==> config.mk <==
export PLATFORM = sky130hd
export DESIGN_NAME = stopwatch_ctrl
export DESIGN_NICKNAME = d
export VERILOG_FILES = /design/src/rtl/stopwatch_ctrl_pkg.sv /design/src/rtl/stopwatch_ctrl_debounce.sv /design/src/rtl/stopwatch_ctrl.sv
export SDC_FILE = /design/constraint.sdc
export NUM_CORES = 1
export LEC_CHECK = 0
export ABC_AREA = 1
export CAP_MARGIN = 20
export CORE_MARGIN = 2
export CORE_UTILIZATION = 57
export DETAILED_ROUTE_END_ITERATION = 7
export PLACE_DENSITY_LB_ADDON = 0.2
export SLEW_MARGIN = 5
export SYNTH_ARGS = -nofsm -noshare
export SYNTH_HDL_FRONTEND = slang
export SYNTH_SLANG_ARGS = --single-unit
export TNS_END_PERCENT = 5
==> constraint.sdc <==
create_clock -name clk -period 5.2 [get_ports clk]
set_input_delay 1.56 -clock clk [delete_from_list [all_inputs] [get_ports clk]]
set_output_delay 1.56 -clock clk [all_outputs]
set_load 0.1 [all_outputs]
==> src/rtl/stopwatch_ctrl_pkg.sv <==
// Shared definitions for the stopwatch front-panel controller:
// FSM state encoding and the BCD digit width.
package stopwatch_ctrl_pkg;

    localparam int DIGIT_W = 4;

    typedef enum logic [1:0] {
        ST_IDLE  = 2'd0,
        ST_RUN   = 2'd1,
        ST_PAUSE = 2'd2,
        ST_LAP   = 2'd3
    } sw_state_t;

endpackage

==> src/rtl/stopwatch_ctrl_debounce.sv <==
// Button debouncer: 2-FF synchroniser, stability counter and press detect.
// press is high for the single cycle in which the accepted level rises,
// so the consumer can register its reaction on the same edge that
// updates the level. Releases are accepted silently.
module sw_debounce #(
    parameter int DB_CYCLES = 1000000
) (
    input  logic clk,
    input  logic clr,
    input  logic raw,
    output logic press
);

    localparam int CNT_W = $clog2(DB_CYCLES);
    localparam logic [CNT_W-1:0] CNT_MAX = CNT_W'(DB_CYCLES - 1);

    logic             s1;
    logic             s2;
    logic             level;
    logic [CNT_W-1:0] cnt;

    // Bring the asynchronous button into the clock domain.
    always_ff @(posedge clk or posedge clr) begin
        if (clr) begin
            s1 <= 1'b0;
            s2 <= 1'b0;
        end else begin
            s1 <= raw;
            s2 <= s1;
        end
    end

    // Accept a new level only after it has differed from the current one
    // for DB_CYCLES consecutive cycles; any return to the old level restarts.
    always_ff @(posedge clk or posedge clr) begin
        if (clr) begin
            level <= 1'b0;
            cnt   <= '0;
        end else if (s2 == level) begin
            cnt <= '0;
        end else if (cnt == CNT_MAX) begin
            level <= s2;
            cnt   <= '0;
        end else begin
            cnt <= cnt + CNT_W'(1);
        end
    end

    assign press = s2 & ~level & (cnt == CNT_MAX);

endmodule

==> src/rtl/stopwatch_ctrl.sv <==
// Stopwatch front-panel controller: three debounced buttons drive the
// IDLE/RUN/PAUSE/LAP machine, which issues one-cycle go/stop/clr pulses to
// the counter, captures the lap time and selects what the display shows.
module stopwatch_ctrl
    import stopwatch_ctrl_pkg::*;
#(
    parameter int DB_CYCLES = 1000000,
    parameter int NDIG      = 6
) (
    input  logic                    clk,
    input  logic                    clr,
    input  logic                    btn_ss,
    input  logic                    btn_lap,
    input  logic                    btn_rst,
    input  logic [DIGIT_W*NDIG-1:0] time_in,
    output logic                    sw_go,
    output logic                    sw_stop,
    output logic                    sw_clr,
    output logic [DIGIT_W*NDIG-1:0] disp_time,
    output logic                    run,
    output logic                    lap_active
);

    sw_state_t               state;
    logic [DIGIT_W*NDIG-1:0] lap_reg;
    logic                    ss_ev;
    logic                    lap_ev;
    logic                    rst_ev;

    sw_debounce #(.DB_CYCLES(DB_CYCLES)) u_db_ss (
        .clk   (clk),
        .clr   (clr),
        .raw   (btn_ss),
        .press (ss_ev)
    );

    sw_debounce #(.DB_CYCLES(DB_CYCLES)) u_db_lap (
        .clk   (clk),
        .clr   (clr),
        .raw   (btn_lap),
        .press (lap_ev)
    );

    sw_debounce #(.DB_CYCLES(DB_CYCLES)) u_db_rst (
        .clk   (clk),
        .clr   (clr),
        .raw   (btn_rst),
        .press (rst_ev)
    );

    // Control FSM with registered pulses; clear beats start/stop beats lap,
    // and a losing event in the same cycle is simply dropped.
    always_ff @(posedge clk or posedge clr) begin
        if (clr) begin
            state      <= ST_IDLE;
            lap_reg    <= '0;
            sw_go      <= 1'b0;
            sw_stop    <= 1'b0;
            sw_clr     <= 1'b0;
            run        <= 1'b0;
            lap_active <= 1'b0;
        end else begin
            sw_go   <= 1'b0;
            sw_stop <= 1'b0;
            sw_clr  <= 1'b0;
            if (rst_ev) begin
                // The counter stops itself on clr, so no stop pulse is sent.
                state      <= ST_IDLE;
                sw_clr     <= 1'b1;
                lap_reg    <= '0;
                run        <= 1'b0;
                lap_active <= 1'b0;
            end else if (ss_ev) begin
                case (state)
                    ST_IDLE, ST_PAUSE: begin
                        state      <= ST_RUN;
                        sw_go      <= 1'b1;
                        run        <= 1'b1;
                        lap_active <= 1'b0;
                    end
                    default: begin
                        state      <= ST_PAUSE;
                        sw_stop    <= 1'b1;
                        run        <= 1'b0;
                        lap_active <= 1'b0;
                    end
                endcase
            end else if (lap_ev) begin
                case (state)
                    ST_RUN: begin
                        state      <= ST_LAP;
                        lap_reg    <= time_in;
                        lap_active <= 1'b1;
                    end
                    ST_LAP: begin
                        state      <= ST_RUN;
                        lap_active <= 1'b0;
                    end
                    default: begin
                        state <= state;
                    end
                endcase
            end
        end
    end

    assign disp_time = lap_active ? lap_reg : time_in;

endmodule

# After elaboration in Yosys (flattened, before gate mapping)
# Cells that the tools add are included.
[op_classes] n_addsub=3 n_eq_ne=10 muxes=29 bitwise=12 n_reduce_logical=12
[op_table] op="two-way mux 20 bit" n=6
[op_table] op="two-way mux 24 bit" n=5
[op_table] op="adder 20 x 1 -> 20 bit, second input constant" n=3
[op_table] op="equality test 20 bit, second input constant" n=3
[op_table] op="two-way mux 1 bit" n=12
[op_table] op="two-way mux 2 bit" n=4
[op_table] op="AND reduction 2 bit" n=4
[op_table] op="AND 1 bit" n=6
[op_table] op="inverter 1 bit" n=6
[op_table] op="nonzero test 2 bit" n=3
[op_table] op="equality test 2 bit, second input constant" n=2
[op_table] op="case mux 2 bit (2 select lines)" n=1
[op_table] op="nonzero test 4 bit" n=1
[op_table] op="equality test 1 bit" n=3
[op_table] op="AND reduction 3 bit" n=1
[op_table] op="nonzero test 3 bit" n=1
[op_table] op="equality test 2 x 1 -> 1 bit, second input constant" n=1
[op_table] op="logical NOT 2 bit" n=1
[op_table] op="inequality test 2 x 1 -> 1 bit, second input constant" n=1
[op_table] op="case mux 1 bit (2 select lines)" n=1
[op_table] op="OR reduction 2 bit" n=1
[totals] reg_bits=100 input_bits=29 output_inout_bits=29

# Longest topological paths before layout
# Gate-level depths: netlist of the first run.
[logic_depth] ltp_word=6 ltp_mapped=11

# Hierarchy
# From an unflattened synthesis of the first run, not the netlist that was laid out.
[hier_totals] cells_unflattened=695 hier_area_um2=5637.9
[by_module_without_submodules] mod="sw_debounce" n_inst=3 cells_per_inst=176 area_per_inst_um2=1317.5 seq_area_each_um2=575.6
[by_module_without_submodules] mod="stopwatch_ctrl" n_inst=1 cells_per_inst=167 area_per_inst_um2=1685.4 seq_area_each_um2=775.7

# Least setup slack after synthesis of the first run
# OpenSTA, ideal clock, no wires.
[synth_path] kind="input port to output port" startpoint="input time_in[0]" endpoint="output disp_time[0]" arrival_time_ns=2.031 path_slack_ns=1.609 stages=1 path_buffers=0 cell_sequence="mux2_2"
[synth_via] elab_chain_cells=1
[synth_rtl] item="from (decl)" line="stopwatch_ctrl.sv:15" text="input logic [DIGIT_W*NDIG-1:0] time_in,"
[synth_rtl] item="two-way mux 24 bit" line="stopwatch_ctrl.sv:107" text="assign disp_time = lap_active ? lap_reg : time_in;"
[synth_rtl] item="to (decl)" line="stopwatch_ctrl.sv:19" text="output logic [DIGIT_W*NDIG-1:0] disp_time,"
# No other way between the ends.

# Final worst setup path of the first run
[layout_path] startpoint="input time_in[19]" endpoint="output disp_time[19]"
# The elaborated chain is that of the path after synthesis.

==> results of run 1 <==
-- metal layers --
metal / track usage [%] / up-vias / part of all wire (%)
met4: 7.17 / 0 / 1.2
met1: 30.1 / 2111 / 46
met2: 37.5 / 115 / 48
met3: 5.04 / 15 / 4.9
li1: - / 2217 / -
met5: 0 / - / 0
-- logic make-up after synthesis --
| logic type | count (synthesis) | synth area share [%] |
|---|---|---|
| buf+inv | 84 | 6.86 |
| flops | 100 | 46.5 |
| fa+ha+maj | 6 | 1.40 |
| compound gates | 52 | 5.23 |
| mux | 24 | 5.02 |
| xor+xnor | 19 | 3.09 |
| simple gates | 357 | 31.9 |
-- layout by cell type (no fill, tap or decap), drive strengths merged, types with 4 or more instances in the layout --
| cell | instances |
|---|---|
| a21oi | 25 |
| nand2 | 114 |
| dfrtp | 100 |
| clkbuf | 12 |
| buf | 28 |
| nand4 | 17 |
| nor2 | 108 |
| and3 | 6 |
| xnor2 | 7 |
| clkdlybuf4s50 | 33 |
| nor3 | 16 |
| xor2 | 12 |
| o21a | 5 |
| nand3 | 90 |
| mux2 | 24 |
| ha | 6 |
| o21ai | 18 |
| bufinv | 4 |
| inv | 67 |
-- synth_stat cells (2+ instances only) --
master / number
nand2_1: 111
dfrtp_1: 100
nor2_1: 97
nand3_1: 71
inv_1: 60
a21oi_1: 25
mux2_2: 24
nand3_2: 19
o21ai_0: 18
nand4_1: 16
nor3_1: 15
xor2_1: 12
buf_2: 9
inv_2: 7
nor2_2: 7
xnor2_1: 7
and3_1: 6
ha_1: 6
o21a_1: 5
nor2_4: 4
buf_6: 3
nand2_2: 3
a31oi_1: 2
and2_1: 2
clkbuf_1: 2
nor4_1: 2
-- per-stage QoR --
| stage | cells | hold WS [ps] | area [um2] | util (%) | setup WS [ps] |
|---|---|---|---|---|---|
| after floorplan | 642 | 331 | 5380 | - | 1020 |
| after global placement | 798 | 335 | 5950 | 64.7 | 1110 |
| after detailed placement | 798 | 345 | 5950 | 64.7 | 1110 |
| after CTS | 814 | 366 | 6210 | 67.6 | 1110 |
| after global routing | 814 | 384 | 6210 | 67.6 | 1090 |
| final | 814 | 359 | 6210 | 67.6 | 1110 |
-- worst max-delay path by stage --
stage                           start       endpoint  slack, ps  depth (start not counted)
after floorplan                   clr     lap_active       1020                          1
after global placement     time_in[7]   disp_time[7]       1110                          3
after detailed placement  time_in[19]  disp_time[19]       1110                          3
after CTS                 time_in[19]  disp_time[19]       1110                          3
after global routing      time_in[15]  disp_time[15]       1090                          3
final                     time_in[19]  disp_time[19]       1110                          3
-- worst max-delay path, stage by stage --
cell and delay (ps):
clkdlybuf4s50_1 440, mux2_2 290, buf_4 230
-- cell type report --
class | count | area [um2]
clock buffer | 12 | 145
inverter | 68 | 258
multi-input combinational | 458 | 2510
clock inverter | 4 | 120
sequential | 100 | 2500
fill | 726 | 2980
timing repair buffer | 61 | 541
tap | 111 | 139
-- power breakdown --
| part | switching (mW) | leakage (nW) | total [mW] | internal, mW |
|---|---|---|---|---|
| registers | 0.00544 | 1.25 | 0.790 | 0.785 |
| clock network | 0.260 | 0.131 | 0.642 | 0.382 |
| logic | 0.116 | 1.30 | 0.164 | 0.0478 |
==> impl_metrics.csv, run 1 <==
group,metric,value,unit
clock_network,cts_setup_buffers,0,
synth,postSynthAreaPerCell,8.38,um2
synth,yosysWarnings,0,
min_path,whs_path_depth,0,
min_path,min_path_type,"flip-flop to flip-flop",
synth,synth.distinct_cells,35,
clock_network,cts_tree,"yes",
power_and_ir_drop,cellPowerDensity,257,nW/um2
power_and_ir_drop,peakVddDrop,0.144,mV
synth,ys.flop_type,"dfrtp_1",
worst_setup_path,timing.critical_path.arrival,2530,ps
die,start_util,58.5,%
clock_network,cts-buffers-inserted,9,
sta,finalSetupTns,0,ps
flow_run,cap_violations,0,
clock_network,htree_levels,3,
clock_network,cts-root-buf,"clkbuf_8",
sta,finalHoldViolations,0,
die,dieArea,10200,um2
clock_network,cts_hold_buf,0,
worst_setup_path,reg2reg_depth,8,
placed_design,dpl.hpwl,8.00,mm
power_and_ir_drop,power.leakage,2.68,nW
min_path,hold_start,"u_db_rst.s1",
global_routing,grt_pass1_vias,4143,
final_layout,nNetsFinal,733,
sta,period_share,78.7,%
synth,async_flop_share,100,%
worst_setup_path,r2r-start,"u_db_rst.cnt[0]",
die,design.portCount,58,
global_routing,grt_antenna_before_repair,0,
status,run_status,"completed",
die,die_h,101,um
worst_setup_path,rrSetupSlack,3270,ps
sta,max_freq,0.244,GHz
min_path,holdPathEnd,"u_db_rst.s2",
synth,synthCells,642,
clock_network,clkLatencyLatePin,370,ps
synth,synth_seq_cells,100,
synth,ys_seq_area_share,46.5,%
final_layout,synthToLayoutAreaGrowth,15.5,%
drt,ant_nets,0,
clock_network,clk_pin_slew,80,ps
sta,setup-violations-final,0,
worst_setup_path,crit_fanout,2,
synth,syn-cell-area,5380,um2
placed_design,finalWeightedCongestion,0.875,
global_routing,grt_pass1_wl,18.6,mm
final_layout,antennaDiodeCount,0,
synth,syn-num-nets,677,
worst_setup_path,crit_type,"primary input to output port",
sta,maxSlewViolCount,0,
worst_setup_path,cp.required,3640,ps
die,num_rows,35,
synth,synth_area_leaders,"dfrtp_1 (47%), nand2_1 (7.7%), nor2_1 (6.8%)",
global_routing,grt_max_degree,58,
synth,synth_edf_count,0,
global_routing,track_usage,22.7,%
clock_network,cts_sinks,100,
global_routing,grt_overflow_total,0,
power_and_ir_drop,power.total,1.60,mW
sta,slew_headroom,33.0,%
drt,drc,0,
clock_network,cts_resized,0,
drt,routedWlPerCell,13.6,um
drt,wl,11.0,mm
die,dieWidth,101,um
drt,firstDrtPassIters,4,
final_layout,drive_gt1_share,15.6,%
worst_setup_path,timing.rr.end,"sw_go",
sta,tightest_slew,1000,ps
drt,drtIter0Drc,192,
sta,min_period,4090,ps
synth,synth_top_area_share,46.5,%
placed_design,place.port_buffers,57,
sta,skew,9.43,ps
clock_network,clock_path_buffers,2,
sta,rsz0062_at_grt,"false",
worst_setup_path,endpoint_kind,"output port",
synth,synth_largest_area_cell,"dfrtp_1",
worst_setup_path,cp-start-kind,"primary input",
die,core_area,9200,um2
drt,dr_total_vias,4458,
drt,viasPerCell,5.48,
final_layout,largest_reg_flops,24,
Power figures use the tool's default switching activity.
==> inputs of run 2 (changes only) <==
- CORE_UTILIZATION: 57 -> 51
- clock period: 5.2 -> 3.31 ns (I/O delays scaled with it)
==> run 2 against run 1 <==
Combinational power rose by 89%. Critical endpoint is now disp_time[20]. Largest power group unchanged. Via count decreased by 0.72%. Highest routed layer unchanged. Sequential power grew 57%. Critical path type unchanged.
==> impl_metrics.csv, run 2 (same netlist as run 1, synthesis figures left out) <==
group,metric,value,unit
final_layout,final_common_cell,"nand2_1",
clock_network,clkLatencyLatePin,390,ps
status,run_status,"completed",
drt,firstDrtPassIters,4,
clock_network,clk_pin_slew,80,ps
sta,min_period,2930,ps
final_layout,drive_gt1_share,16.4,%
min_path,min_path_type,"flip-flop to flip-flop",
global_routing,grt_overflow_total,0,
clock_network,cts-buffers-inserted,9,
global_routing,grt_antenna_before_repair,0,
placed_design,dp_cells,824,
sta,rsz0062_at_grt,"false",
worst_setup_path,cp_cell_sequence,"clkdlybuf4s50_1 > mux2_2 > buf_12",
worst_setup_path,cp.required,2320,ps
placed_design,place.port_buffers,57,
die,start_util,52.3,%
die,dieArea,11400,um2
placed_design,dpl.hpwl,8.56,mm
sta,period_share,88.5,%
final_layout,antennaDiodeCount,0,
sta,slew_headroom,50.3,%
die,die_h,107,um
power_and_ir_drop,power.leakage,2.76,nW
clock_network,cts_hold_buf,0,
worst_setup_path,slowest_stage,"clkdlybuf4s50_1",
worst_setup_path,max_stage_delay,450,ps
final_layout,largest_reg_flops,24,
die,dieWidth,107,um
worst_setup_path,timing.critical_path.arrival,1940,ps
worst_setup_path,endpoint_kind,"output port",
global_routing,grt_pass1_wl,19.7,mm
sta,setup-violations-final,0,
drt,viasPerCell,5.28,
sta,skew,14.9,ps
die,core_area,10300,um2
final_layout,nNetsFinal,734,
global_routing,grt_max_degree,47,
sta,max_freq,0.341,GHz
flow_run,cap_violations,0,
die,num_rows,37,
global_routing,grt_pass1_vias,4365,
clock_network,htree_levels,3,
drt,ant_nets,0,
final_layout,design_area,6470,um2
drt,wl,11.5,mm
sta,tightest_slew,743,ps
placed_design,place_area,6290,um2
clock_network,clock_path_buffers,2,
power_and_ir_drop,cellPowerDensity,357,nW/um2
clock_network,cts_tree,"yes",
power_and_ir_drop,power.total,2.31,mW
clock_network,cts_setup_buffers,0,
die,design.portCount,58,
clock_network,cts_sinks,100,
power_and_ir_drop,peakVddDrop,0.339,mV
drt,dr_total_vias,4426,
global_routing,track_usage,21.5,%
worst_setup_path,cp-start-kind,"primary input",
placed_design,finalWeightedCongestion,0.904,
final_layout,fin_cells,839,
sta,finalHoldViolations,0,
clock_network,cts-root-buf,"clkbuf_8",
drt,routedWlPerCell,13.7,um
final_layout,synthToLayoutAreaGrowth,20.3,%
sta,maxSlewViolCount,0,
drt,drc,0,
clock_network,cts_resized,0,
worst_setup_path,crit_fanout,2,
drt,drtIter0Drc,248,
sta,finalSetupTns,0,ps
worst_setup_path,crit_type,"primary input to output port",
final_layout,mostFrequentLayoutCells,"nand2_1 (111), dfrtp_1 (100), nor2_1 (97)",
## run 2: changes by cell type in the layout (fill, tap and decap cells not counted)
cell and delta:
buf_12 +25, clkbuf_8 -1, buf_4 -19, clkinv_2 +1
clkinvlp_4 +2, clkinv_4 +1, inv_4 -1, bufinv_16 -3
clkdlybuf4s50_1 -5
## run 2: where the power goes
part | total (mW) | switching, mW | internal, mW
registers | 1.24 | 0.00864 | 1.23
logic | 0.310 | 0.193 | 0.117
clock network | 0.759 | 0.413 | 0.346
total | 2.31 | 0.614 | 1.70
## run 2: through the flow
stage	hold slack (ps)	util, %	worst slack (ps)
after floorplan	331	-	291
after global placement	335	61.2	423
after detailed placement	342	61.2	382
after CTS	363	63.0	372
after global routing	373	63.0	307
final	358	63.0	380
## run 2: critical path, delay by kind of cell
family,cells,cell delay [ps]
buf+inv,2,620
mux,1,310
## run 2: final timing paths
path	from	slack, ps	to	cells past startpoint
setup / recovery	time_in[20]	380	disp_time[20]	3
min in group asynchronous	clr	1010	u_db_rst.cnt[1]	2
max in group asynchronous	clr	1690	u_db_lap.cnt[13]	3
setup reg to reg	u_db_rst.cnt[0]	1220	sw_go	8
hold reg to reg	u_db_ss.s1	360	u_db_ss.s2	0
hold / removal	u_db_ss.s1	360	u_db_ss.s2	0
## run 2: per-layer routing
metal,up-vias,share of wire [%],track usage [%]
met2,89,48,35.4
met5,-,0,0
met3,17,4.3,5.35
met1,2098,46,27.9
met4,0,1.5,6.68
li1,2222,-,-
## run 2: area by class of cell
type | instances | area, um2
Timing Repair Buffer | 62 | 848
Clock buffer | 11 | 131
Sequential cell | 100 | 2500
Inverter | 68 | 259
Tap cell | 136 | 170
Multi-Input combinational cell | 458 | 2510
Fill cell | 912 | 3810
Clock inverter | 4 | 51.3
